### config.mk
export PLATFORM = sky130hd
export DESIGN_NAME = clip_controller
export DESIGN_NICKNAME = d
export VERILOG_FILES = /design/src/rtl/audio_pkg.sv /design/src/rtl/bit_tick_gen.sv /design/src/rtl/clip_controller.sv
export SDC_FILE = /design/constraint.sdc
export NUM_CORES = 1
export LEC_CHECK = 0
export CAP_MARGIN = 20
export CORE_MARGIN = 5
export CORE_UTILIZATION = 52
export CTS_BUF_LIST = sky130_fd_sc_hd__clkbuf_4 sky130_fd_sc_hd__clkbuf_8
export DETAILED_ROUTE_END_ITERATION = 16
export GPL_TIMING_DRIVEN = 0
export PLACE_DENSITY = 0.8
export SYNTH_ARGS = -nofsm -noshare
export SYNTH_HDL_FRONTEND = slang
export SYNTH_SLANG_ARGS = --single-unit
### constraint.sdc
create_clock -name clock -period 4.4 [get_ports clock]
set_input_delay 0.88 -clock clock [delete_from_list [all_inputs] [get_ports clock]]
set_output_delay 0.88 -clock clock [all_outputs]
set_load 0.01 [all_outputs]
### src/rtl/audio_pkg.sv
// Shared widths and FSM state encoding for the clip record/playback path.
package audio_pkg;
  localparam int ADDR_W = 17;
  localparam int DATA_W = 16;

  typedef enum logic [1:0] {IDLE, RECORD, PLAY} clip_state_t;
endpackage

### src/rtl/bit_tick_gen.sv
// Audio bit-rate divider: one-cycle tick every BIT_DIV clocks.
// A synchronous restart forces the count to 0 so the first tick lands BIT_DIV-1 cycles later.
module bit_tick_gen #(
  parameter int BIT_DIV = 50
) (
  input  logic clock,
  input  logic reset,
  input  logic restart,
  output logic tick
);
  localparam int CW = (BIT_DIV > 1) ? $clog2(BIT_DIV) : 1;

  logic [CW-1:0] cnt_q, cnt_d;

  assign tick = (cnt_q == CW'(BIT_DIV - 1));

  always_comb begin
    cnt_d = cnt_q + 1'b1;
    if (restart || tick) cnt_d = '0;
  end

  always_ff @(posedge clock or negedge reset) begin
    if (!reset) cnt_q <= '0;
    else        cnt_q <= cnt_d;
  end
endmodule

### src/rtl/clip_controller.sv
// Record/playback sequencer for two clip BRAMs: serial audio <-> 16-bit words.
// Write strobe 1 cycle after a word completes; playback starts 3 cycles after the play pulse.
module clip_controller #(
  parameter int ADDR_W  = audio_pkg::ADDR_W,
  parameter int DATA_W  = audio_pkg::DATA_W,
  parameter int DEPTH   = 2**ADDR_W,
  parameter int BIT_DIV = 50
) (
  input  logic              clock,
  input  logic              reset,
  input  logic              clipPlayNum,
  input  logic              clipRecordNum,
  input  logic              play,
  input  logic              record,
  input  logic              audioIn,
  output logic              audioOut,
  output logic              ena0,
  output logic              wea0,
  output logic              ena1,
  output logic              wea1,
  output logic [ADDR_W-1:0] addra,
  output logic [DATA_W-1:0] dina,
  input  logic [DATA_W-1:0] douta0,
  input  logic [DATA_W-1:0] douta1,
  output logic              busyRec,
  output logic              busyPlay,
  output logic              activeClip
);
  import audio_pkg::*;

  localparam int BW = $clog2(DATA_W);
  localparam int LW = ADDR_W + 1;

  clip_state_t state_q, state_d;

  logic              clip_q, clip_d;
  logic              en_q, en_d;
  logic              we_q, we_d;
  logic              rd_q, rd_d;
  logic              first_q, first_d;
  logic              last_q, last_d;
  logic              aud_q, aud_d;
  logic [ADDR_W-1:0] addr_q, addr_d;
  logic [DATA_W-1:0] sr_q, sr_d;
  logic [DATA_W-1:0] hold_q, hold_d;
  logic [DATA_W-1:0] dina_q, dina_d;
  logic [BW-1:0]     bit_q, bit_d;
  logic [LW-1:0]     len0_q, len0_d;
  logic [LW-1:0]     len1_q, len1_d;

  logic              tick, restart, load_word;
  logic              start_rec, start_play, last_wr, load_first, play_end, word_done;
  logic [DATA_W-1:0] rdata;
  logic [LW-1:0]     cur_len, play_len, wr_count;

  assign rdata      = clip_q ? douta1 : douta0;
  assign cur_len    = clip_q ? len1_q : len0_q;
  assign play_len   = clipPlayNum ? len1_q : len0_q;
  assign wr_count   = {1'b0, addr_q} + LW'(en_q);
  assign start_rec  = (state_q == IDLE) && record;
  assign start_play = (state_q == IDLE) && !record && play && (play_len != '0);
  assign word_done  = tick && (bit_q == BW'(DATA_W - 1));
  assign last_wr    = en_q && we_q && (addr_q == ADDR_W'(DEPTH - 1));
  assign load_first = (state_q == PLAY) && rd_q && first_q;
  assign play_end   = (state_q == PLAY) && !first_q && word_done && last_q;

  // Bit timing in PLAY is anchored on the first word load rather than the start pulse.
  assign restart = start_rec || start_play || load_first;

  bit_tick_gen #(.BIT_DIV(BIT_DIV)) u_tick (
    .clock   (clock),
    .reset   (reset),
    .restart (restart),
    .tick    (tick)
  );

  always_ff @(posedge clock or negedge reset) begin
    if (!reset) state_q <= IDLE;
    else        state_q <= state_d;
  end

  always_comb begin
    state_d = state_q;
    case (state_q)
      IDLE:    if (start_rec) state_d = RECORD;
               else if (start_play) state_d = PLAY;
      RECORD:  if (record || last_wr) state_d = IDLE;
      PLAY:    if (play || play_end) state_d = IDLE;
      default: state_d = IDLE;
    endcase
  end

  always_comb begin
    clip_d    = clip_q;
    en_d      = 1'b0;
    we_d      = 1'b0;
    rd_d      = 1'b0;
    first_d   = first_q;
    last_d    = last_q;
    aud_d     = aud_q;
    addr_d    = addr_q;
    sr_d      = sr_q;
    hold_d    = hold_q;
    dina_d    = dina_q;
    bit_d     = bit_q;
    len0_d    = len0_q;
    len1_d    = len1_q;
    load_word = 1'b0;
    case (state_q)
      IDLE: begin
        aud_d = 1'b0;
        if (start_rec) begin
          clip_d = clipRecordNum;
          addr_d = '0;
          sr_d   = '0;
          bit_d  = '0;
        end else if (start_play) begin
          clip_d  = clipPlayNum;
          addr_d  = '0;
          en_d    = 1'b1;
          first_d = 1'b1;
          last_d  = 1'b0;
          bit_d   = '0;
        end
      end
      RECORD: begin
        if (en_q) addr_d = addr_q + 1'b1;
        if (record || last_wr) begin
          if (clip_q) len1_d = wr_count;
          else        len0_d = wr_count;
        end else if (tick) begin
          sr_d  = {sr_q[DATA_W-2:0], audioIn};
          bit_d = bit_q + 1'b1;
          if (word_done) begin
            en_d   = 1'b1;
            we_d   = 1'b1;
            dina_d = {sr_q[DATA_W-2:0], audioIn};
            bit_d  = '0;
          end
        end
      end
      PLAY: begin
        if (play) begin
          aud_d = 1'b0;
        end else begin
          rd_d = en_q;
          if (rd_q && first_q) begin
            sr_d      = rdata << 1;
            aud_d     = rdata[DATA_W-1];
            bit_d     = '0;
            first_d   = 1'b0;
            load_word = 1'b1;
          end else if (rd_q) begin
            hold_d = rdata;
          end
          if (!first_q && tick) begin
            if (word_done) begin
              if (last_q) begin
                aud_d = 1'b0;
              end else begin
                sr_d      = hold_q << 1;
                aud_d     = hold_q[DATA_W-1];
                bit_d     = '0;
                load_word = 1'b1;
              end
            end else begin
              aud_d = sr_q[DATA_W-1];
              sr_d  = sr_q << 1;
              bit_d = bit_q + 1'b1;
            end
          end
          // addr_q is the index of the word just loaded; prefetch its successor.
          if (load_word) begin
            if (({1'b0, addr_q} + LW'(1)) < cur_len) begin
              en_d   = 1'b1;
              addr_d = addr_q + 1'b1;
            end else begin
              last_d = 1'b1;
            end
          end
        end
      end
      default: aud_d = 1'b0;
    endcase
  end

  always_ff @(posedge clock or negedge reset) begin
    if (!reset) begin
      clip_q  <= 1'b0;
      en_q    <= 1'b0;
      we_q    <= 1'b0;
      rd_q    <= 1'b0;
      first_q <= 1'b0;
      last_q  <= 1'b0;
      aud_q   <= 1'b0;
      addr_q  <= '0;
      sr_q    <= '0;
      hold_q  <= '0;
      dina_q  <= '0;
      bit_q   <= '0;
      len0_q  <= '0;
      len1_q  <= '0;
    end else begin
      clip_q  <= clip_d;
      en_q    <= en_d;
      we_q    <= we_d;
      rd_q    <= rd_d;
      first_q <= first_d;
      last_q  <= last_d;
      aud_q   <= aud_d;
      addr_q  <= addr_d;
      sr_q    <= sr_d;
      hold_q  <= hold_d;
      dina_q  <= dina_d;
      bit_q   <= bit_d;
      len0_q  <= len0_d;
      len1_q  <= len1_d;
    end
  end

  assign ena0       = en_q & ~clip_q;
  assign wea0       = we_q & ~clip_q;
  assign ena1       = en_q & clip_q;
  assign wea1       = we_q & clip_q;
  assign addra      = addr_q;
  assign dina       = dina_q;
  assign audioOut   = aud_q;
  assign busyRec    = (state_q == RECORD);
  assign busyPlay   = (state_q == PLAY);
  assign activeClip = (state_q != IDLE) & clip_q;
endmodule

==> flow_summary.yaml <==
yosys:
  synth_top_area_cell: "dfrtp_1"
  yosysMostFrequentCell: "dfrtp_1"
  synth_top_area_frac: 0.441
  synth_area_leaders: "dfrtp_1, mux2i_1, ha_1, nor2_1, nand2_1"
  ys_top_cells_by_count: "dfrtp_1, nor2_1, nand2_1"
  synth_nets: 797
  synth-edff-count: 0
  synth_flop_cell: "dfrtp_1"
  syn-cell-area_mm2: 0.00681
  async_reset_ff_frac: 1.00
  ys_ff_latch: 120
  synth.distinct_cells: 58
  syn_avg_cell_area_um2: 9.33
  synthCells: 730
  ys_seq_area_frac: 0.441
  ys.warnings.count: 0
sta:
  fin_crit_sh: 0.959
  skew_ns: 0.0117
  period_needed_ns: 4.22
  rsz0062_at_grt: "no"
  finalSetupViolations: 0
  maxSlewHeadroom: 0.477
  tightest_slew_ns: 0.784
  slew_violations: 0
  tns_ns: 0
  max_freq_ghz: 0.237
  hold_violations: 0
floorplan:
  pin_count: 80
  core-area_mm2: 0.0127
  die_area_mm2: 0.0155
  die_x_um: 124
  initial_core_util: 0.536
  rows: 41
  die_y_um: 124
layout:
  n_antenna_cell: 0
  final_util: 0.649
  drive_above_1_share: 0.0810
  nets: 896
  syn2layout_area_growth_pct: 21.1
outcome:
  outcome: "finished, final reports clean"
clock_network:
  root_buffer: "clkbuf_8"
  insertion_delay_ns: 0.45
  htreeDepth: 4
  cts.sinks: 120
  post_cts_resized: 0
  clk_pin_slew_ns: 0.07
  hold_buffers: 0
  cts_buffer_depth: 2
  cts_made_buffers: 17
  tritoncts: "yes"
  cts_setup_buffers: 0
setup_path:
  critical_path.max_fanout: 10
  end_kind: "register"
  r2r_end: "addra[1]"
  crit_chain: "buf_4 > clkbuf_1 > buf_1 > mux2i_1 > ha_1 > and4_1 > a221o_1 > a211oi_4 > o21a_4 > buf_12 > mux2i_1"
  startpoint: "clip_q"
  crit_required_ns: 4.76
  slowest_delay_ns: 0.66
  reg2reg_slack_ns: 0.18
  crit_type: "reg2reg"
  crit_top_cell: "mux2i_1"
  rr_worst_depth: 11
  crit_arrival_ns: 4.57
  cpMaxStageDelayCell: "buf_1"
  startpoint_type: "register"
  endpoint: "addra[1]"
  rr_startpoint: "clip_q"
detailed_routing:
  drc_errors: 0
  drt-initial-drc-count: 692
  via_per_inst: 6.12
  drt_first_pass_iters: 5
  wl_per_cell_um: 19.7
  ant_nets: 0
  drt-total-wl_um: 19900
  vias: 6189
worst_hold_path:
  holdCritPathClass: "in2async"
global_route:
  gr-total-overflow: 0
  antenna_found_initial: 0
  grt_max_degree: 73
  grt_usage: 0.259
  grt_pass1_vias: 6404
  grt_pass1_wl_um: 32600
place:
  dpl.hpwl_um: 14800
  gp_congestion: 0.922
  port-buffer-count: 79
power:
  power_density_mw_per_mm2: 490
  p_leak_nw: 3.61
  max-vdd-ir-drop_mv: 0.254
run:
  drv_cap: 0
## cell usage in the layout, fill, tap and decap left out, types with 4 or more instances in the layout
cell / instances
o21ai_0: 48
a22o_1: 8
nor2b_1: 6
mux2_2: 23
dfrtp_1: 120
clkbuf_8: 19
clkbuf_1: 33
a21oi_1: 55
and3_1: 6
nor4_1: 8
nor2_1: 86
xnor2_1: 24
inv_1: 23
ha_1: 28
and2_1: 5
nand2_1: 82
nand3_1: 22
nor3_1: 10
clkinv_2: 4
nand4_1: 14
a22oi_1: 15
o221ai_1: 5
clkdlybuf4s50_1: 78
xor2_1: 9
mux2i_1: 47
## registers in the layout, summed over array words and instances (netlist names), 4 cells and up
register      cells
bit_q             4
dina             16
sr_q             16
len1_q           18
hold_q           16
u_tick.cnt_q      6
len0_q           18
addra            17
## routing by layer
metal / part of all wire / wire, µm / vias up / track usage
met4: 0.036 / 724 / 0 / 0.128
met1: 0.40 / 8070 / 3046 / 0.321
met5: 0 / 0 / - / 0
met3: 0.066 / 1320 / 63 / 0.0549
li1: - / - / 2785 / -
met2: 0.49 / 9820 / 295 / 0.429
## cells by family (layout without fill, tap and decap cells)
| logic type | Yosys count | after routing | share of synthesized area |
|---|---|---|---|
| fa+ha+maj | 28 | 28 | 0.0514 |
| mux | 71 | 71 | 0.109 |
| xor+xnor | 33 | 33 | 0.0424 |
| buf+inv | 63 | 173 | 0.0382 |
| simple gates | 253 | 253 | 0.170 |
| flops | 120 | 120 | 0.441 |
| compound gates | 162 | 162 | 0.148 |
## worst max-delay path: cells and delay by family, from the launching register on
| kind | cells | cell delay (ns) |
|---|---|---|
| AO/OA/AOI/OAI | 3 | 1.16 |
| adder cells (fa/ha/maj) | 1 | 0.30 |
| buffers and inverters | 4 | 1.52 |
| flip-flops | 1 | 0.33 |
| multiplexers | 2 | 0.56 |
| AND/OR/NAND/NOR | 1 | 0.24 |
## layout make-up
class	instances	area [µm²]
flip-flops and latches	120	3000
well taps	172	215
multi-input cells	547	3550
fillers	1058	4470
plain buffers	40	175
inverters	23	86.3
repair buffers	80	820
clock buffers	21	277
clock inverters	9	125
## per-stage QoR
stage	total power (W)	hold slack, ns	std cells	setup slack (ns)	area (µm²)
2_1_floorplan	0.00247	0.461	730	0.979	6810
3_3_place_gp	0.00294	0.477	981	-2.06	7820
3_5_place_dp	0.00300	0.493	982	0.208	7850
4_1_cts	0.00402	0.372	1012	0.198	8250
5_1_grt	0.00424	0.387	1012	0.0288	8250
6_report	0.00405	0.377	1012	0.181	8250
## power by group
group	leakage, nW	internal [W]	switching, W
Combinational	1.78	0.000626	0.00100
Clock	0.204	0.000592	0.000438
Sequential	1.63	0.00124	0.000143
Total	3.61	0.00246	0.00158
## worst min path at each step
stage	from	to	slack (ns)	cells past startpoint
after floorplan	u_tick.cnt_q[0]	u_tick.cnt_q[0]	0.46	1
after global placement	u_tick.cnt_q[0]	u_tick.cnt_q[0]	0.48	1
after detailed placement	audioOut	audioOut	0.49	1
after CTS	reset	u_tick.cnt_q[2]	0.37	1
after global routing	reset	u_tick.cnt_q[2]	0.39	1
final	reset	u_tick.cnt_q[2]	0.38	1
No activity file was read; power rests on OpenSTA's default activity.
